==> src/rtl/multicycle_controller_pkg.sv <==
// Shared types for the multi-cycle RISC-V main control FSM.
// Holds the state encoding, opcode constants, ALU op classes and the decoded control word.
package multicycle_controller_pkg;

    typedef enum logic [2:0] {
        IDLE   = 3'd0,
        FETCH  = 3'd1,
        DECODE = 3'd2,
        EXEC   = 3'd3,
        MEM    = 3'd4,
        WB     = 3'd5,
        HALT   = 3'd6
    } state_t;

    typedef enum logic [1:0] {
        ALU_ADD    = 2'b00,
        ALU_BRANCH = 2'b01,
        ALU_FUNCT  = 2'b10,
        ALU_LUI    = 2'b11
    } alu_op_t;

    localparam logic [6:0] OP_HALT   = 7'b0000000;
    localparam logic [6:0] OP_LOAD   = 7'b0000011;
    localparam logic [6:0] OP_ITYPE  = 7'b0010011;
    localparam logic [6:0] OP_STORE  = 7'b0100011;
    localparam logic [6:0] OP_RTYPE  = 7'b0110011;
    localparam logic [6:0] OP_LUI    = 7'b0110111;
    localparam logic [6:0] OP_BRANCH = 7'b1100011;
    localparam logic [6:0] OP_JALR   = 7'b1100111;
    localparam logic [6:0] OP_JAL    = 7'b1101111;

    localparam logic [1:0] RW_ALU = 2'b00;
    localparam logic [1:0] RW_PC4 = 2'b01;

    typedef struct packed {
        logic       alu_src;
        alu_op_t    alu_op;
        logic       branch;
        logic       jump;
        logic       jalr_sel;
        logic       mem_read;
        logic       mem_write;
        logic       mem_to_reg;
        logic       reg_write;
        logic [1:0] rw_sel;
    } ctrl_word_t;

endpackage

==> src/rtl/multicycle_controller_if.sv <==
// Control bus between the IR/memories and the datapath enables.
// master = controller side, slave = datapath/memory side.
interface multicycle_controller_if #(
    parameter int PERF_W = 32
);
    logic [6:0]        opcode;
    logic              imem_ready;
    logic              dmem_ready;
    logic              imem_req;
    logic              ir_write;
    logic              pc_write;
    logic              dmem_req;
    logic              mem_read;
    logic              mem_write;
    logic              alu_src;
    logic [1:0]        alu_op;
    logic              mem_to_reg;
    logic              reg_write;
    logic              branch;
    logic              jump;
    logic              jalr_sel;
    logic [1:0]        rw_sel;
    logic              halted;
    logic              illegal;
    logic              timeout;
    logic [2:0]        state_o;
    logic [PERF_W-1:0] cycle_cnt;
    logic [PERF_W-1:0] instret_cnt;

    modport master (
        input  opcode, imem_ready, dmem_ready,
        output imem_req, ir_write, pc_write, dmem_req, mem_read, mem_write,
               alu_src, alu_op, mem_to_reg, reg_write, branch, jump, jalr_sel,
               rw_sel, halted, illegal, timeout, state_o, cycle_cnt, instret_cnt
    );

    modport slave (
        output opcode, imem_ready, dmem_ready,
        input  imem_req, ir_write, pc_write, dmem_req, mem_read, mem_write,
               alu_src, alu_op, mem_to_reg, reg_write, branch, jump, jalr_sel,
               rw_sel, halted, illegal, timeout, state_o, cycle_cnt, instret_cnt
    );

endinterface

==> src/rtl/multicycle_controller_decode.sv <==
// Opcode -> control word table shared with the single-cycle control path.
// Purely combinational; the FSM decides in which state each field is allowed through.
module multicycle_controller_decode
    import multicycle_controller_pkg::*;
(
    input  logic [6:0] op,
    output ctrl_word_t word,
    output logic       legal
);

    always_comb begin
        word  = '0;
        legal = 1'b1;
        case (op)
            OP_RTYPE: begin
                word.alu_op    = ALU_FUNCT;
                word.reg_write = 1'b1;
            end
            OP_ITYPE: begin
                word.alu_src   = 1'b1;
                word.alu_op    = ALU_FUNCT;
                word.reg_write = 1'b1;
            end
            OP_LOAD: begin
                word.alu_src    = 1'b1;
                word.alu_op     = ALU_ADD;
                word.mem_read   = 1'b1;
                word.mem_to_reg = 1'b1;
                word.reg_write  = 1'b1;
            end
            OP_STORE: begin
                word.alu_src   = 1'b1;
                word.alu_op    = ALU_ADD;
                word.mem_write = 1'b1;
            end
            OP_BRANCH: begin
                word.alu_op = ALU_BRANCH;
                word.branch = 1'b1;
            end
            OP_JAL: begin
                word.alu_src   = 1'b1;
                word.alu_op    = ALU_ADD;
                word.jump      = 1'b1;
                word.reg_write = 1'b1;
                word.rw_sel    = RW_PC4;
            end
            OP_JALR: begin
                word.alu_src   = 1'b1;
                word.alu_op    = ALU_FUNCT;
                word.jump      = 1'b1;
                word.jalr_sel  = 1'b1;
                word.reg_write = 1'b1;
                word.rw_sel    = RW_PC4;
            end
            OP_LUI: begin
                word.alu_src   = 1'b1;
                word.alu_op    = ALU_LUI;
                word.reg_write = 1'b1;
            end
            default: legal = 1'b0;
        endcase
    end

endmodule

==> src/rtl/multicycle_controller.sv <==
// Multi-cycle main control FSM: FETCH/DECODE/EXEC/MEM/WB with wait-state timeout and sticky halt.
// Define CTRL_PERF_EN to build the cycle/instret performance counters; otherwise they read as zero.
module multicycle_controller
    import multicycle_controller_pkg::*;
#(
    parameter int MAX_WAIT = 16,
    parameter int PERF_W   = 32
) (
    input  logic                     clk,
    input  logic                     reset,
    multicycle_controller_if.master  bus
);

    localparam int WAIT_W = (MAX_WAIT > 1) ? $clog2(MAX_WAIT) : 1;

    state_t            state;
    state_t            state_next;
    logic [6:0]        op_q;
    logic [WAIT_W-1:0] wait_cnt;
    logic              wait_done;
    logic              halted_q;
    logic              illegal_q;
    logic              timeout_q;
    logic              set_halt;
    logic              set_illegal;
    logic              set_timeout;
    logic [6:0]        dec_op;
    ctrl_word_t        word;
    logic              legal;

    // The raw opcode only reaches the decoder in DECODE, where every output is gated off anyway.
    assign dec_op    = (state == DECODE) ? bus.opcode : op_q;
    assign wait_done = (wait_cnt == WAIT_W'(MAX_WAIT - 1));

    multicycle_controller_decode u_decode (
        .op    (dec_op),
        .word  (word),
        .legal (legal)
    );

    always_ff @(posedge clk or posedge reset) begin
        if (reset) begin
            state     <= IDLE;
            op_q      <= '0;
            wait_cnt  <= '0;
            halted_q  <= 1'b0;
            illegal_q <= 1'b0;
            timeout_q <= 1'b0;
        end else begin
            state <= state_next;
            if (state == DECODE) begin
                op_q <= bus.opcode;
            end
            if (state_next != state) begin
                wait_cnt <= '0;
            end else if ((state == FETCH || state == MEM) && !wait_done) begin
                wait_cnt <= wait_cnt + 1'b1;
            end
            if (set_halt)    halted_q  <= 1'b1;
            if (set_illegal) illegal_q <= 1'b1;
            if (set_timeout) timeout_q <= 1'b1;
        end
    end

    // Ready always wins over the timeout check on the last permitted wait cycle.
    always_comb begin
        state_next     = state;
        set_halt       = 1'b0;
        set_illegal    = 1'b0;
        set_timeout    = 1'b0;
        bus.imem_req   = 1'b0;
        bus.ir_write   = 1'b0;
        bus.pc_write   = 1'b0;
        bus.dmem_req   = 1'b0;
        bus.mem_read   = 1'b0;
        bus.mem_write  = 1'b0;
        bus.alu_src    = 1'b0;
        bus.alu_op     = 2'b00;
        bus.mem_to_reg = 1'b0;
        bus.reg_write  = 1'b0;
        bus.branch     = 1'b0;
        bus.jump       = 1'b0;
        bus.jalr_sel   = 1'b0;
        bus.rw_sel     = RW_ALU;
        case (state)
            IDLE: state_next = FETCH;
            FETCH: begin
                bus.imem_req = 1'b1;
                if (bus.imem_ready) begin
                    bus.ir_write = 1'b1;
                    bus.pc_write = 1'b1;
                    state_next   = DECODE;
                end else if (wait_done) begin
                    set_halt    = 1'b1;
                    set_timeout = 1'b1;
                    state_next  = HALT;
                end
            end
            DECODE: begin
                if (bus.opcode == OP_HALT) begin
                    set_halt   = 1'b1;
                    state_next = HALT;
                end else if (!legal) begin
                    set_halt    = 1'b1;
                    set_illegal = 1'b1;
                    state_next  = HALT;
                end else begin
                    state_next = EXEC;
                end
            end
            EXEC: begin
                bus.alu_src  = word.alu_src;
                bus.alu_op   = word.alu_op;
                bus.branch   = word.branch;
                bus.jump     = word.jump;
                bus.jalr_sel = word.jalr_sel;
                bus.pc_write = word.jump;
                if (word.branch)
                    state_next = FETCH;
                else if (word.mem_read || word.mem_write)
                    state_next = MEM;
                else
                    state_next = WB;
            end
            MEM: begin
                bus.dmem_req  = 1'b1;
                bus.mem_read  = word.mem_read;
                bus.mem_write = word.mem_write;
                bus.alu_src   = word.alu_src;
                bus.alu_op    = word.alu_op;
                if (bus.dmem_ready) begin
                    state_next = word.mem_read ? WB : FETCH;
                end else if (wait_done) begin
                    set_halt    = 1'b1;
                    set_timeout = 1'b1;
                    state_next  = HALT;
                end
            end
            WB: begin
                bus.reg_write  = word.reg_write;
                bus.mem_to_reg = word.mem_to_reg;
                bus.rw_sel     = word.rw_sel;
                state_next     = FETCH;
            end
            HALT: state_next = HALT;
            default: state_next = IDLE;
        endcase
    end

    assign bus.halted  = halted_q;
    assign bus.illegal = illegal_q;
    assign bus.timeout = timeout_q;
    assign bus.state_o = state;

`ifdef CTRL_PERF_EN
    logic [PERF_W-1:0] cycle_q;
    logic [PERF_W-1:0] instret_q;

    // An instruction retires when control returns to FETCH from any execute-side state.
    always_ff @(posedge clk or posedge reset) begin
        if (reset) begin
            cycle_q   <= '0;
            instret_q <= '0;
        end else begin
            if (state != HALT) begin
                cycle_q <= cycle_q + 1'b1;
            end
            if (state_next == FETCH && (state == EXEC || state == MEM || state == WB)) begin
                instret_q <= instret_q + 1'b1;
            end
        end
    end

    assign bus.cycle_cnt   = cycle_q;
    assign bus.instret_cnt = instret_q;
`else
    assign bus.cycle_cnt   = {PERF_W{1'b0}};
    assign bus.instret_cnt = {PERF_W{1'b0}};
`endif

endmodule

==> src/flat_wrapper.sv <==
// flat-port wrapper written by rule: the top's interface ports become plain ports
module multicycle_controller_flat import multicycle_controller_pkg::*;
#(
    parameter int MAX_WAIT = 16,
    parameter int PERF_W   = 32
)
  (clk, reset, bus_opcode, bus_imem_ready, bus_dmem_ready, bus_imem_req, bus_ir_write, bus_pc_write, bus_dmem_req, bus_mem_read, bus_mem_write, bus_alu_src, bus_alu_op, bus_mem_to_reg, bus_reg_write, bus_branch, bus_jump, bus_jalr_sel, bus_rw_sel, bus_halted, bus_illegal, bus_timeout, bus_state_o, bus_cycle_cnt, bus_instret_cnt);
  multicycle_controller_if #(.PERF_W(PERF_W)) bus_i ();
  input  logic clk;
  input  logic reset;
  input wire logic [$bits(bus_i.opcode)-1:0] bus_opcode;
  input wire logic [$bits(bus_i.imem_ready)-1:0] bus_imem_ready;
  input wire logic [$bits(bus_i.dmem_ready)-1:0] bus_dmem_ready;
  output wire logic [$bits(bus_i.imem_req)-1:0] bus_imem_req;
  output wire logic [$bits(bus_i.ir_write)-1:0] bus_ir_write;
  output wire logic [$bits(bus_i.pc_write)-1:0] bus_pc_write;
  output wire logic [$bits(bus_i.dmem_req)-1:0] bus_dmem_req;
  output wire logic [$bits(bus_i.mem_read)-1:0] bus_mem_read;
  output wire logic [$bits(bus_i.mem_write)-1:0] bus_mem_write;
  output wire logic [$bits(bus_i.alu_src)-1:0] bus_alu_src;
  output wire logic [$bits(bus_i.alu_op)-1:0] bus_alu_op;
  output wire logic [$bits(bus_i.mem_to_reg)-1:0] bus_mem_to_reg;
  output wire logic [$bits(bus_i.reg_write)-1:0] bus_reg_write;
  output wire logic [$bits(bus_i.branch)-1:0] bus_branch;
  output wire logic [$bits(bus_i.jump)-1:0] bus_jump;
  output wire logic [$bits(bus_i.jalr_sel)-1:0] bus_jalr_sel;
  output wire logic [$bits(bus_i.rw_sel)-1:0] bus_rw_sel;
  output wire logic [$bits(bus_i.halted)-1:0] bus_halted;
  output wire logic [$bits(bus_i.illegal)-1:0] bus_illegal;
  output wire logic [$bits(bus_i.timeout)-1:0] bus_timeout;
  output wire logic [$bits(bus_i.state_o)-1:0] bus_state_o;
  output wire logic [$bits(bus_i.cycle_cnt)-1:0] bus_cycle_cnt;
  output wire logic [$bits(bus_i.instret_cnt)-1:0] bus_instret_cnt;
  assign bus_i.opcode = bus_opcode;
  assign bus_i.imem_ready = bus_imem_ready;
  assign bus_i.dmem_ready = bus_dmem_ready;
  assign bus_imem_req = bus_i.imem_req;
  assign bus_ir_write = bus_i.ir_write;
  assign bus_pc_write = bus_i.pc_write;
  assign bus_dmem_req = bus_i.dmem_req;
  assign bus_mem_read = bus_i.mem_read;
  assign bus_mem_write = bus_i.mem_write;
  assign bus_alu_src = bus_i.alu_src;
  assign bus_alu_op = bus_i.alu_op;
  assign bus_mem_to_reg = bus_i.mem_to_reg;
  assign bus_reg_write = bus_i.reg_write;
  assign bus_branch = bus_i.branch;
  assign bus_jump = bus_i.jump;
  assign bus_jalr_sel = bus_i.jalr_sel;
  assign bus_rw_sel = bus_i.rw_sel;
  assign bus_halted = bus_i.halted;
  assign bus_illegal = bus_i.illegal;
  assign bus_timeout = bus_i.timeout;
  assign bus_state_o = bus_i.state_o;
  assign bus_cycle_cnt = bus_i.cycle_cnt;
  assign bus_instret_cnt = bus_i.instret_cnt;
  multicycle_controller #(.MAX_WAIT(MAX_WAIT), .PERF_W(PERF_W)) u_core (.clk(clk), .reset(reset), .bus(bus_i));
endmodule
==> config.mk <==
export PLATFORM = sky130hd
export DESIGN_NAME = multicycle_controller_flat
export DESIGN_NICKNAME = d
export VERILOG_FILES = /design/src/rtl/multicycle_controller_pkg.sv /design/src/rtl/multicycle_controller_if.sv /design/src/rtl/multicycle_controller_decode.sv /design/src/rtl/multicycle_controller.sv /design/src/flat_wrapper.sv
export SDC_FILE = /design/constraint.sdc
export NUM_CORES = 1
export LEC_CHECK = 0
export BUFFER_PORTS_ARGS = -buffer_cell sky130_fd_sc_hd__buf_2
export CAP_MARGIN = 20
export CELL_PAD_IN_SITES_DETAIL_PLACEMENT = 1
export CELL_PAD_IN_SITES_GLOBAL_PLACEMENT = 2
export CORE_UTILIZATION = 21
export DETAILED_ROUTE_END_ITERATION = 7
export GPL_ROUTABILITY_DRIVEN = 0
export MAX_ROUTING_LAYER = met4
export PLACE_DENSITY = 0.72
export SLEW_MARGIN = 10
export SYNTH_ARGS = -nofsm -noshare
export SYNTH_HDL_FRONTEND = slang
export SYNTH_SLANG_ARGS = --single-unit
==> constraint.sdc <==
create_clock -name clk -period 2.4 [get_ports clk]
set_input_delay 0.24 -clock clk [delete_from_list [all_inputs] [get_ports clk]]
set_output_delay 0.24 -clock clk [all_outputs]
set_load 0.01 [all_outputs]
==> results.tsv <==
stage	metric	value	unit
route	DRC errors left	0	
final_layout	final net count	300	
floorplan	std cell rows	33	
timing	Slew HR	55.01	%
setup_path	CP required	2.57	ns
pwr	peak supply drop	0.2344	mV
setup_path	Largest stage delay, worst path	0.45	ns
timing	worst-margin pin slew	0.6741	ns
floorplan	Initial Util	21.86	%
placement	HPWL Detailed	3.889	mm
final_layout	Filler cells	1042	
route	DRT Wirelength	4.735	mm
final_layout	area delta synth->final	23.31	%
cts	Root Buffer	clkbuf_8	
synthesis	post-synthesis sequential area ratio	23.45	%
timing	crit share post-route	106.5	%
pwr	Comb power frac	63.1	%
pwr	Internal	1.074	mW
cts	clk sink count	17	
placement	Cell Area, Placed	0.001983	mm²
final_layout	n_diodes	0	
setup_path	WP buf/inv	1	
route	via/cell ratio	4.018	
cts	CTS tree	done	
pwr	Leak	1.129	nW
setup_path	delay-heaviest family, CP	simple AND/OR/NAND/NOR gates	
cts	Worst-Skew Late Latency	0.25	ns
cts	number of H-tree levels	1	
pwr	clock power share	11.1	%
placement	Port-buffer cells	31	
timing	Layout Skew	0.001961	ns
setup_path	Crit Path Category	register to register	
cts	Clock Path Buffers	2	
synthesis	ys flop type	dfrtp_1	
global_routing	pin count of the biggest net entering global routing	18	
synthesis	FFs w/ async S/R, synth	100.0	%
setup_path	CP max FO	4	
synthesis	top cell type's share of synthesized area	26.90	%
synthesis	syn avg cell area	7.922	µm²
global_routing	vias in the first global route	1521	
synthesis	Post-Syn Instances	229	
placement	Place WS	-0.1740	ns
synthesis	flops & latches, synth	17	
global_routing	total track usage	10.71	%
pwr	pwr dens	862.3	mW/mm²
cts	Post-CTS Hold Fix Bufs	0	
route	Post-DRT Antenna Nets	0	
synthesis	synth top area cells	buf_4 27%, dfrtp_1 23%, nor2_1 4.1%	
final_layout	layout cell share with drive strength beyond 1	33.80	%
floorplan	Die Ht	94.95	µm
setup_path	worst path cell trace	or3b_4 > buf_6 > or3_4 > o32a_4 > a211o_1 > or3_4 > a211oi_2	
route	vias	1575	
setup_path	Slowest cell on crit path	or3b_4	
final_layout	commonest non-fill, non-tap cells in the layout	65 x conb_1, 28 x buf_2, 26 x buf_4	
setup_path	cell mode on critical path	or3_4	
timing	# setup viols final	10	
final_layout	Layout Cell Area excl Fill	0.002237	mm²
global_routing	initial antenna violation count	0	
cts	clk slew on worst S/H paths	0.07	ns
synthesis	number of enable flip-flop cells after synthesis	0	
timing	Final Hold Slack	0.07663	ns
synthesis	synth unique cells	54	
cts	cts bufs inserted	3	
synthesis	Yosys Warn Count	0	
pwr	NetSw	0.8546	mW
synthesis	Mapped Area	0.001814	mm²
setup_path	CP startpoint kind	register	
timing	minimum clock period	2.555	ns
timing	maximum clock frequency	391.4	MHz
route	DR WL/cell	12.08	µm
global_routing	first-pass GRT wire length	7.258	mm
pwr	sequential power share	25.8	%
run_status	run status	finished, violations left	
pwr	sw frac	44.30	%
run_status	failing checks	setup timing	
route	drt pass-1 iters	5	
route	Initial DRC Count	38	
timing	RSZ-0062 raised after global routing	yes	
setup_path	Worst Setup End Kind	register	
floorplan	core area	0.008299	mm²
floorplan	IO Pins	97	
final_layout	most common cell after layout, fill and taps aside	conb_1	
synthesis	largest area contributor in the netlist	buf_4	
timing	setup slack after layout	-0.1550	ns
floorplan	die width	94.95	µm
global_routing	GRT Residual Overflow	0	
job	max cap viols	0	
hold_path	Hold Crit Class	primary input to asynchronous set/reset pin	
setup_path	Critical Path AT	2.72	ns
timing	endpoints failing hold	0	
floorplan	die area	0.009015	mm²
timing	Slew Limit Fails	0	
==> path summary, 6_finish.rpt <==
check,endpoint,cells after the start,from,slack (ns)
hold reg to reg,u_core.bus.illegal,1,u_core.bus.illegal,0.46
max in group asynchronous,u_core.wait_cnt[3],2,reset,1.89
min in group clk,u_core.op_q[4],3,bus_opcode[4],0.27
hold / removal,u_core.op_q[5],2,reset,0.08
setup / recovery,u_core.wait_cnt[1],7,u_core.bus.state_o[2],-0.16
setup reg to reg,u_core.wait_cnt[1],7,u_core.bus.state_o[2],-0.16
==> through the flow <==
| step | std cells | setup TNS [ns] | power, mW | utilization, % |
|---|---|---|---|---|
| 6_report | 392 | -1.039 | 1.929 | 26.96 |
| 5_1_grt | 392 | -2.128 | 2.098 | 26.96 |
| 4_1_cts | 392 | -1.440 | 1.927 | 26.65 |
| 3_5_place_dp | 380 | -0.9331 | 1.522 | 23.90 |
| 3_3_place_gp | 380 | -0.5151 | 1.504 | 23.90 |
| 2_1_floorplan | 293 | -0.4880 | 1.226 | - |
==> flip-flops by register name, summed over array words and instances, names as in the netlist <==
name / count
u_core.bus.state_o: 3
u_core.bus.illegal: 1
u_core.bus.halted: 1
u_core.op_q: 7
u_core.wait_cnt: 4
u_core.bus.timeout: 1
==> cell type report <==
cell class                 instances  area (µm²)  area share [%]
timing repair buffer              62       425.4           19.02
clock buffer                       3       41.29           1.846
clock inverter                     1       5.005          0.2237
inverter                          10       37.54           1.678
tap                              105       131.4           5.872
multi-input combinational        194        1171           52.35
sequential                        17       425.4           19.02
==> kinds of logic (layout without fill, tap and decap cells) <==
logic type,Yosys count,count (layout),synth area share [%]
flip-flops,17,17,23.45
other,1,65,0.2067
AO/OA/AOI/OAI,39,39,14.41
XOR/XNOR,3,3,1.449
adder cells (fa/ha/maj),1,1,0.6895
AND/OR/NAND/NOR,80,80,24.97
buffers and inverters,82,76,31.31
multiplexers,6,6,3.517
==> power groups by stage <==
stage | clock (mW) | combinational (mW) | sequential [mW]
after CTS | 0.226 | 1.20 | 0.496
final | 0.214 | 1.22 | 0.497
after global placement | 0 | 1.01 | 0.489
after global routing | 0.239 | 1.34 | 0.516
after floorplan | 0 | 0.740 | 0.487
after detailed placement | 0 | 1.03 | 0.494
==> routing by layer <==
layer	part of all wire [%]	vias to the layer above	track usage (%)
met5	0	-	-
met4	0.49	0	1.263
met3	3.6	2	2.174
met2	52	48	19.06
met1	44	753	12.72
li1	-	772	-
==> repair_timing <==
action                     in CTS  in global routing
pin swaps                      15                  4
setup endpoints to repair      16                 16
setup buffers                   9                  0
gates resized for setup        27                  5
==> cell usage after synthesis, types with 4 or more instances <==
master / count
buf_4: 65
dfrtp_1: 17
nand2_1: 18
nor3_1: 4
o21ai_0: 8
a21oi_1: 9
nor2_1: 20
nand3_1: 4
clkbuf_1: 4
inv_1: 10
and3_1: 4
Power figures use the tool's default switching activity.
